### config.mk
export PLATFORM = sky130hd
export DESIGN_NAME = serial_responder
export DESIGN_NICKNAME = d
export VERILOG_FILES = /design/src/rtl/serial_responder.sv
export SDC_FILE = /design/constraint.sdc
export NUM_CORES = 1
export LEC_CHECK = 0
export ABC_AREA = 1
export BUFFER_PORTS_ARGS = -buffer_cell sky130_fd_sc_hd__buf_2
export CORE_ASPECT_RATIO = 0.5
export CORE_MARGIN = 2
export CORE_UTILIZATION = 40
export CTS_BUF_LIST = sky130_fd_sc_hd__clkbuf_4
export DETAILED_ROUTE_END_ITERATION = 8
export SYNTH_ARGS = -nofsm -noshare
export SYNTH_HDL_FRONTEND = slang
export SYNTH_SLANG_ARGS = --single-unit
### constraint.sdc
create_clock -name clk -period 1.79 [get_ports clk]
set_clock_uncertainty 0.2 [all_clocks]
set_input_delay 0.358 -clock clk [delete_from_list [all_inputs] [get_ports clk]]
set_output_delay 0.358 -clock clk [all_outputs]
set_load 0.01 [all_outputs]
### src/rtl/serial_responder.sv
// ============================================================================
//  Module      : serial_responder
//  Description : 4021-style parallel-in/serial-out responder for the latch /
//                pulse shift protocol. latch and pulse are asynchronous to clk
//                and are synchronized and edge-detected before use.
//  Revision    : 1.0 - initial release
// ============================================================================
`default_nettype none

module serial_responder #(
    parameter int   BITS        = 8,
    parameter int   SYNC_STAGES = 2,
    parameter logic FILL        = 1'b1
) (
    input  logic            clk,
    input  logic            reset,
    input  logic            latch,
    input  logic            pulse,
    input  logic [BITS-1:0] data_in,
    output logic            data_out,
    output logic            busy,
    output logic            frame_done,
    output logic            overrun
);

    localparam int              c_CNT_W = $clog2(BITS + 1);
    localparam logic [c_CNT_W-1:0] c_CNT_LAST = c_CNT_W'(BITS - 1);
    localparam logic [c_CNT_W-1:0] c_CNT_FULL = c_CNT_W'(BITS);
    localparam logic [c_CNT_W-1:0] c_CNT_ONE  = c_CNT_W'(1);

    localparam logic [1:0] c_ST_IDLE  = 2'd0;
    localparam logic [1:0] c_ST_LOAD  = 2'd1;
    localparam logic [1:0] c_ST_SHIFT = 2'd2;

    // ------------------------------------------------------------------
    // Input synchronizers and edge detection
    // ------------------------------------------------------------------
    logic [SYNC_STAGES-1:0] r_latch_sync;
    logic [SYNC_STAGES-1:0] r_pulse_sync;
    logic                   r_latch_d;
    logic                   r_pulse_d;

    always_ff @(posedge clk) begin
        if (reset) begin
            r_latch_sync <= '0;
            r_pulse_sync <= '0;
            r_latch_d    <= 1'b0;
            r_pulse_d    <= 1'b0;
        end else begin
            r_latch_sync <= {r_latch_sync[SYNC_STAGES-2:0], latch};
            r_pulse_sync <= {r_pulse_sync[SYNC_STAGES-2:0], pulse};
            r_latch_d    <= r_latch_sync[SYNC_STAGES-1];
            r_pulse_d    <= r_pulse_sync[SYNC_STAGES-1];
        end
    end

    logic w_latch_s;
    logic w_pulse_s;
    logic w_latch_rise;
    logic w_pulse_fall;

    assign w_latch_s    = r_latch_sync[SYNC_STAGES-1];
    assign w_pulse_s    = r_pulse_sync[SYNC_STAGES-1];
    assign w_latch_rise = w_latch_s & ~r_latch_d;
    assign w_pulse_fall = ~w_pulse_s & r_pulse_d;

    // ------------------------------------------------------------------
    // Frame state machine
    // ------------------------------------------------------------------
    logic [1:0]         r_state;
    logic [BITS-1:0]    r_shift;
    logic [c_CNT_W-1:0] r_cnt;
    logic               r_data_out;
    logic               r_busy;
    logic               r_frame_done;
    logic               r_overrun;

    logic [1:0]         w_state_nxt;
    logic [BITS-1:0]    w_shift_nxt;
    logic [c_CNT_W-1:0] w_cnt_nxt;
    logic               w_busy_nxt;
    logic               w_done_nxt;
    logic               w_overrun_nxt;
    logic               w_dout_nxt;

    always_comb begin
        w_state_nxt   = r_state;
        w_shift_nxt   = r_shift;
        w_cnt_nxt     = r_cnt;
        w_busy_nxt    = r_busy;
        w_done_nxt    = 1'b0;
        w_overrun_nxt = r_overrun;

        // A latch rise aborts whatever frame is in flight, in any state.
        if (w_latch_rise) begin
            w_state_nxt   = c_ST_LOAD;
            w_shift_nxt   = data_in;
            w_cnt_nxt     = '0;
            w_busy_nxt    = 1'b0;
            w_overrun_nxt = 1'b0;
        end else begin
            case (r_state)
                c_ST_IDLE: begin
                    if (w_latch_s) begin
                        w_state_nxt   = c_ST_LOAD;
                        w_shift_nxt   = data_in;
                        w_cnt_nxt     = '0;
                        w_busy_nxt    = 1'b0;
                        w_overrun_nxt = 1'b0;
                    end
                end
                c_ST_LOAD: begin
                    if (w_latch_s) begin
                        w_shift_nxt = data_in;
                        w_cnt_nxt   = '0;
                    end else begin
                        w_state_nxt = c_ST_SHIFT;
                        w_busy_nxt  = 1'b1;
                    end
                end
                c_ST_SHIFT: begin
                    if (w_latch_s) begin
                        w_state_nxt   = c_ST_LOAD;
                        w_shift_nxt   = data_in;
                        w_cnt_nxt     = '0;
                        w_busy_nxt    = 1'b0;
                        w_overrun_nxt = 1'b0;
                    end else if (w_pulse_fall) begin
                        if (r_cnt < c_CNT_LAST) begin
                            w_shift_nxt = {r_shift[BITS-2:0], FILL};
                            w_cnt_nxt   = r_cnt + c_CNT_ONE;
                        end else if (r_cnt == c_CNT_LAST) begin
                            w_done_nxt = 1'b1;
                            w_busy_nxt = 1'b0;
                            w_cnt_nxt  = c_CNT_FULL;
                        end else begin
                            w_overrun_nxt = 1'b1;
                        end
                    end
                end
                default: begin
                    w_state_nxt = c_ST_IDLE;
                end
            endcase
        end

        // Output is registered from next-state values so it lands with the shift.
        if ((w_state_nxt == c_ST_IDLE) || (w_cnt_nxt >= c_CNT_FULL)) begin
            w_dout_nxt = FILL;
        end else begin
            w_dout_nxt = w_shift_nxt[BITS-1];
        end
    end

    always_ff @(posedge clk) begin
        if (reset) begin
            r_state      <= c_ST_IDLE;
            r_shift      <= '0;
            r_cnt        <= '0;
            r_data_out   <= FILL;
            r_busy       <= 1'b0;
            r_frame_done <= 1'b0;
            r_overrun    <= 1'b0;
        end else begin
            r_state      <= w_state_nxt;
            r_shift      <= w_shift_nxt;
            r_cnt        <= w_cnt_nxt;
            r_data_out   <= w_dout_nxt;
            r_busy       <= w_busy_nxt;
            r_frame_done <= w_done_nxt;
            r_overrun    <= w_overrun_nxt;
        end
    end

    assign data_out   = r_data_out;
    assign busy       = r_busy;
    assign frame_done = r_frame_done;
    assign overrun    = r_overrun;

endmodule

`default_nettype wire

# After elaboration in Yosys (flattened, before gate mapping)
# Cells that the tools add are included.
[totals]
output_inout_bits = 4
inputBits = 12
register_bits = 24
[classes]
n_eq_ne = 12
n_reduce_logical = 14
bitwise = 6
mux = 30
n_lt_le_gt_ge = 2
addsub = 1
[ops]
columns = ["operator", "count"]
rows = [
  ["2-to-1 mux 8 bit", 5],
  ["2-to-1 mux 4 bit", 6],
  ["case mux 8 bit (2 select lines)", 1],
  ["!= test 3 bit (second input constant)", 4],
  ["2-to-1 mux 1 bit", 11],
  ["!= test 4 bit (second input constant)", 2],
  ["case mux 4 bit (2 select lines)", 1],
  ["OR reduction 2 bit", 4],
  ["2-to-1 mux 2 bit", 3],
  ["AND reduction 6 bit", 1],
  ["nonzero test 3 bit", 2],
  ["OR reduction 6 bit", 1],
  ["AND reduction 5 bit", 1],
  ["adder 4 x 1 -> 4 bit (second input constant)", 1],
  ["equality test 4 x 3 -> 1 bit (second input constant)", 1],
  ["greater-or-equal comparator 4 bit (second input constant)", 1],
  ["zero test 2 bit", 2],
  ["< comparator 4 x 3 -> 1 bit (second input constant)", 1],
  ["!= test 2 bit (second input constant)", 2],
  ["NOT 1 bit", 4],
  ["case mux 2 bit (2 select lines)", 1],
  ["AND reduction 4 bit", 1],
  ["!= test 3 x 1 -> 1 bit (second input constant)", 1],
  ["case mux 1 bit (3 select lines)", 1],
  ["6 further kinds", 7],
]

# Depth between registers and ports, before layout
# Gate-level depths: netlist (run 1).
[logic_depth]
depth_word = 10
depth_mapped = 9
mapped_depth_nobuf = 9

# Worst setup path after synthesis (run 1)
# No wires, ideal clock.
[synth_timing]
path_type = "reg2reg"
from = "register r_cnt[0]"
to = "register r_shift[3]"
t_arrival_ns = 1.272
path_stages_with_launch = 9
synth_period_minus_slack_ns = 1.588
path_buffers = 1
path_slack_ns = 0.202
required_time_ns = 1.474
cell_sequence = "dfxtp_1 ha_1 nand2_1 nand2_1 o21ai_1 nand2_2 buf_6 nor2_1 a21oi_2"
[synth_via]
elab_chain_len = 3
[synth_rtl]
columns = ["element", "line_no", "rtl"]
rows = [
  ["start, declared", "72", "logic [c_CNT_W-1:0] r_cnt;"],
  ["start signal, assigned", "167", "r_cnt <= w_cnt_nxt;"],
  ["< comparator 4 x 3 -> 1 bit", "129", "if (r_cnt < c_CNT_LAST) begin"],
  ["!= test 4 bit (no source line)", "n/a", ""],
  ["AND reduction 4 bit (no source line)", "n/a", ""],
  ["end signal, assigned", "166", "r_shift <= w_shift_nxt;"],
  ["end, declared", "71", "logic [BITS-1:0] r_shift;"],
]
# Every way passes these cells.
# A chain may end at the register's enable or synchronous reset.

# Final worst setup path (run 1)
[layout_timing]
from = "register r_cnt[0]"
to = "register r_shift[5]"
# The elaborated chain is that of the path after synthesis.

==> key figures, run 1 <==
Outcome
  – Status: finished clean

STA
  – Slew @ Worst Pin: 0.4813 ns
  – Finish-stage setup viols: 0
  – Max Slew Vio Count: 0
  – Final Critical Period: 1.687 ns
  – Setup TNS: 0 ns
  – Achievable Freq: just under 600 MHz
  – Unrepaired setup endpoints after global routing: false
  – Hold slack: 0.01959 ns
  – Relative slew slack: 0.6779
  – Tcrit/Tclk final: 0.9422
  – Fin. Hold Viols: 0

Floorplan
  – Die height: 43.47 um
  – Cell row count: 14
  – CORE AREA: 2978 um2
  – Io pins: 16
  – Total Die Area: approximately 3600 um2
  – Starting density of the core: 0.4185
  – Die span in x: 82.94 um

Worst setup path
  – Critical path class: flip-flop to flip-flop
  – Reg2Reg Depth: 7
  – Worst endpoint data arrival time: 1.72 ns
  – Worst path most repeated cell: nand2_1
  – Worst setup SP type: flip-flop
  – Worst R2R Start: r_cnt[0]
  – Slowest cell on crit path: dfxtp_2
  – R2R Path End: r_shift[5]
  – Critical-path cell list: ha_1 > nand2_1 > nand2_2 > o21ai_2 > nand2_1 > nor2_1 > a21oi_2
  – Worst EP required: 1.82 ns
  – R2r setup slk: 0.10 ns
  – CP Capture Type: flip-flop
  – Critical Path Max Stage Delay: roughly 0.36 ns
  – Largest fanout on the critical path: 6

Placement
  – GPL Wtd Cong: 0.7799
  – DP Wirelength: between 1500 and 2000 um
  – # placed instances: 255
  – Port-buffer cells: 15
  – DP Area: 1383 um2

Detailed routing
  – Antenna viol nets, final: 0
  – First drt pass iteration count: 4
  – Iter 0 DRT Violations: 36
  – Via count: 1213
  – Via density: 4.648
  – DRC: 0
  – WL/cell: 10.34 um
  – Routed WL: 2700 um

Pwr
  – Pint: 0.8433 mW
  – Logic pwr share: 0.135
  – LEAKAGE: about 0.72 nW
  – P_sw: 0.2795 mW
  – Peak VDD IR: roughly 410 uV
  – Flop pwr share: 0.510
  – Clock network fraction of total power: 0.355
  – Sw Ratio: 0.2490
  – Power per cell area: 766.3 nW/um2

Min path
  – Hold crit path type: input pin to flip-flop
  – Hold path endpoint: r_latch_sync[0]
  – Hold wc startpoint: latch
  – Hold depth: 3

GRT
  – Vias in the first global route: 972
  – Total Routing Usage GR: 0.1453
  – Grt ovf: 0
  – Largest net degree at the start of global routing: 15
  – First-pass GRT wire length: 4146 um
  – Initial antenna violation count: 0

CTS
  – Clock-pin transition on the worst setup and hold timing paths: 0.14 ns
  – # clock sinks: 24
  – Clk root buf: clkbuf_4
  – H-Tree Level Count: 1
  – Clk buf depth: 2
  – TritonCTS Buffers: 3
  – TritonCTS clock tree: yes
  – Clk_lat worst skew: 0.32 ns

Cells and area
  – Antenna diode count: 0
  – Layout area overhead: 17.57%
  – Post-layout instance area: 1465 um2
  – Finished Layout Cells: 261
  – Layout cells sized above 1: 0.1719
  – Fin util: 0.4920
  – Number of fill cells: 337
  – Nets: 235

Logic synthesis
  – Post-Synthesis Cells: 199
  – Post-synthesis sequential area ratio: 0.3855
  – Synth Cell Area: 1246 um2
  – Post-synthesis area per instance: 6.262 um2
  – #FFs+latches synth: 24
  – Unique masters post-synth: 19
  – Syn. warnings: 0
  – Syn Nets: roughly 210

Run
  – Max_cap viols: 0
==> layer usage <==
metal	up-vias	GRT usage	share of wire	wire, um
li1	653	-	-	-
met1	537	0.1944	0.54	1445
met2	21	0.2339	0.41	1116
met3	2	0.05524	0.047	128
met4	0	0.01967	0.0037	10
met5	-	0	0	0
==> cell usage after synthesis (all sizes together) <==
master	n	area [um2]
nand2	57	221.5
ha	1	12.51
inv	34	127.6
nor3	2	10.01
buf	1	11.26
clkbuf	2	7.510
a22oi	1	7.510
a21oi	18	101.4
a31oi	1	6.260
nor2	38	160.2
o21ai	7	35.03
dfxtp	24	480.5
nand3	13	65.06
==> cells in the final DEF (no fill, tap or decap), types with 2 or more instances in the layout <==
cell,n
nor3_1,2
nand2_2,4
nand2_1,54
buf_4,3
inv_2,3
dfxtp_1,23
nand3_1,13
clkbuf_4,3
inv_1,31
buf_2,15
nor2_1,35
o21ai_0,6
nor2_4,3
a21oi_1,15
a21oi_2,3
==> power groups by stage <==
stage / sequential, mW / clock [mW] / combinational (mW)
4_1_cts: 0.573 / 0.415 / 0.147
3_3_place_gp: 0.584 / 0 / 0.145
6_report: 0.573 / 0.399 / 0.151
2_1_floorplan: 0.585 / 0 / 0.105
5_1_grt: 0.576 / 0.436 / 0.170
3_5_place_dp: 0.585 / 0 / 0.146
==> flip-flops by register name (all words and copies together) (netlist names) <==
| register | count |
|---|---|
| r_pulse_sync | 2 |
| busy | 1 |
| r_pulse_d | 1 |
| r_cnt | 4 |
| r_shift | 8 |
| overrun | 1 |
| r_latch_d | 1 |
| frame_done | 1 |
| data_out | 1 |
| r_latch_sync | 2 |
| r_state | 2 |
==> stage by stage <==
step	power (mW)	setup WS, ns
after global routing	1.183	0.008417
after CTS	1.136	0.05944
after floorplan	0.6906	0.2017
after global placement	0.7296	0.09134
final	1.123	0.1034
after detailed placement	0.7312	0.09361
==> cell type report <==
type                            instances  area, um2  share of cell area
Clock inverter                          1      30.03             0.02050
Tap cell                               40      50.05             0.03416
Clock buffer                            3      22.52             0.01537
Inverter                               34      127.6             0.08710
Sequential cell                        24      481.7              0.3288
Timing Repair Buffer                   20      118.9             0.08113
Multi-Input combinational cell        139      634.4              0.4330
==> worst max-delay path by stage <==
stage             start         end
2_1_floorplan  r_cnt[0]  r_shift[3]
3_3_place_gp   r_cnt[0]    data_out
3_5_place_dp   r_cnt[0]    data_out
4_1_cts        r_cnt[0]    data_out
5_1_grt        r_cnt[0]  r_shift[3]
6_report       r_cnt[0]  r_shift[5]
==> what timing repair did <==
action | 4_1_cts | 5_1_grt
endpoints found under the hold margin | 0 | 1
setup buffers | 0 | 0
hold buffers | 0 | 1
endpoints found under the setup margin | 0 | 9
gates resized for setup | 0 | 5
==> logic make-up (layout without fill, tap and decap cells) <==
| group | after synthesis | after routing | synth area share |
|---|---|---|---|
| AO/OA/AOI/OAI | 27 | 27 | 0.1205 |
| buffers and inverters | 37 | 58 | 0.1175 |
| flip-flops | 24 | 24 | 0.3855 |
| AND/OR/NAND/NOR | 110 | 111 | 0.3665 |
| adder cells (fa/ha/maj) | 1 | 1 | 0.01004 |
==> critical path, delay by kind of cell (launching register included) <==
family / cells / cell delay [ns]
AND/OR/NAND/NOR: 4 / 0.55
adder cells (fa/ha/maj): 1 / 0.22
flip-flops: 1 / 0.36
AO/OA/AOI/OAI: 2 / 0.26
Power figures use the tool's default switching activity.
==> inputs of run 2 (changes only) <==
--- a/config.mk
+++ b/config.mk
@@ -7,10 +7,11 @@
 export LEC_CHECK = 0
 export ABC_AREA = 1
 export BUFFER_PORTS_ARGS = -buffer_cell sky130_fd_sc_hd__buf_2
+export CAP_MARGIN = 10
 export CORE_ASPECT_RATIO = 0.5
 export CORE_MARGIN = 2
 export CORE_UTILIZATION = 40
-export CTS_BUF_LIST = sky130_fd_sc_hd__clkbuf_4
+export CTS_BUF_LIST = sky130_fd_sc_hd__clkbuf_8 sky130_fd_sc_hd__clkbuf_16
 export DETAILED_ROUTE_END_ITERATION = 8
 export SYNTH_ARGS = -nofsm -noshare
 export SYNTH_HDL_FRONTEND = slang
==> key figures, run 2 (same netlist as run 1, synthesis figures left out) <==
CTS
  – Clk root buf: clkbuf_8
  – Clock-pin transition on the worst setup and hold timing paths: 0.09 ns
  – Clk buf depth: 2
  – Hold-fix buffers at CTS: 0
  – # clock sinks: 24
  – TritonCTS clock tree: yes
  – Post-CTS Setup Bufs: 0
  – TritonCTS Buffers: 3
  – Clk_lat worst skew: 0.27 ns
  – H-Tree Level Count: 1

Run
  – Max_cap viols: 0

Pwr
  – LEAKAGE: roughly 0.73 nW
  – Flop pwr share: 0.478
  – Pint: 0.9137 mW
  – Power per cell area: 813.0 nW/um2
  – Clock network fraction of total power: 0.398
  – Logic pwr share: 0.125
  – Pwr Total: 1.197 mW
  – Peak VDD IR: 358.9 uV
  – P_sw: 0.2835 mW
  – Sw Ratio: 0.2368

STA
  – Slew @ Worst Pin: 0.4688 ns
  – Setup TNS: 0 ns
  – Tcrit/Tclk final: 0.9329
  – Finish-stage setup viols: 0
  – Relative slew slack: 0.6863
  – Fin. Hold Viols: 0
  – Unrepaired setup endpoints after global routing: false
  – Final Critical Period: 1.670 ns
  – Hold slack: 0.08640 ns
  – Max Slew Vio Count: 0
  – Worst setup margin: around 0.12 ns
  – Achievable Freq: about 600 MHz

Min path
  – Hold crit path type: input pin to flip-flop
  – Hold wc startpoint: latch
  – Hold depth: 3
  – Hold path endpoint: r_latch_sync[0]

Floorplan
  – Io pins: 16
  – Die span in x: 82.94 um
  – CORE AREA: 2978 um2
  – Starting density of the core: 0.4185
  – Total Die Area: 3605 um2
  – Cell row count: 14
  – Die height: 43.47 um

Cells and area
  – Most frequent cells in the layout: 54 x nand2_1, 35 x nor2_1, 31 x inv_1
  – Layout area overhead: 18.17%
  – Largest regs: r_shift (8), r_cnt (4)
  – Max reg flops: 8
  – Finished Layout Cells: 260
  – Most common cell after layout, fill and taps aside: nand2_1
  – Nets: 234
  – Register area: 480.5 um2
  – Footprint of the multi-input gates: approximately 630 um2
  – Number of fill cells: 338
  – Fin util: 0.4945
  – Largest reg by FF count: r_shift
  – Layout cells sized above 1: 0.1682
  – Antenna diode count: 0
  – Post-layout instance area: 1473 um2

Worst setup path
  – Reg2Reg Depth: 10
  – Worst setup SP type: flip-flop
  – Worst R2R Start: r_cnt[0]
  – Worst EP required: 1.76 ns
  – R2r setup slk: between 0.1 and 0.15 ns
  – R2R Path End: data_out
  – CP Capture Type: flip-flop
  – Critical path class: flip-flop to flip-flop
  – Largest fanout on the critical path: 7
  – Worst endpoint data arrival time: about 1.6 ns

Detailed routing
  – Iter 0 DRT Violations: 42
  – DRC: 0
  – Routed WL: 2679 um
  – Via density: about 4.7
  – Antenna viol nets, final: 0
  – First drt pass iteration count: 4
  – WL/cell: between 10 and 15 um
  – Via count: 1223

Placement
  – Pre-CTS setup slack: approximately 0.094 ns
  – GPL Wtd Cong: between 0.7 and 0.8
  – DP Area: between 1000 and 1500 um2
  – Port-buffer cells: 15
  – # placed instances: 255
  – DP Wirelength: 1976 um

GRT
  – Largest net degree at the start of global routing: 15
  – Total Routing Usage GR: 0.1449
  – First-pass GRT wire length: 4133 um
  – Vias in the first global route: around 1000
  – Initial antenna violation count: 0
  – Grt ovf: 0

Outcome
  – Status: finished clean
## run 2: cell count changes in the layout (fill, tap and decap cells not counted), sizes merged
cell / change
dlygate4sd3: -1
## run 2: final cells by class
cell class	count	share of cell area
clock buffers	3	0.02804
clock inverters	1	0.02039
inverters	34	0.08666
multi-input cells	139	0.4308
flip-flops and latches	24	0.3263
well taps	40	0.03398
repair buffers	19	0.07392
## run 2: worst max path at each step
stage / to / start / depth (start not counted) / slack [ns]
global route: r_shift[3] / r_cnt[0] / 9 / 0.005
finish: data_out / r_cnt[0] / 10 / 0.12
global placement: data_out / r_cnt[0] / 10 / 0.09
detailed placement: data_out / r_cnt[0] / 10 / 0.09
CTS: data_out / r_cnt[0] / 10 / 0.07
floorplan: r_shift[3] / r_cnt[0] / 8 / 0.20
## run 2: critical path, stage by stage, from the launching register on
cell and delay [ns]:
dfxtp_1 0.35, ha_1 0.23, nand2_1 0.10, nand2_2 0.11, nor2_4 0.14, buf_6 0.14, nand2_1 0.06, nand3_1 0.10
nand2_1 0.06, inv_1 0.05, nand2_1 0.04
## run 2: what timing repair did
action	CTS	global route
setup endpoints to repair	0	8
endpoints found under the hold margin	0	0
resized for setup	0	4
## run 2: power groups by stage
stage               logic [mW]  clock network (mW)  registers [mW]
floorplan                0.105                   0           0.585
global placement         0.145                   0           0.584
detailed placement       0.146                   0           0.585
CTS                      0.147               0.490           0.573
global route             0.169               0.516           0.576
finish                   0.149               0.476           0.572
## run 2: layer usage
metal  track usage  vias to the layer above  part of all wire
met3       0.05524                        4             0.073
met2        0.2371                       37              0.41
met5             0                        -                 0
li1              -                      654                 -
met1        0.1909                      528              0.51
met4       0.01967                        0            0.0052
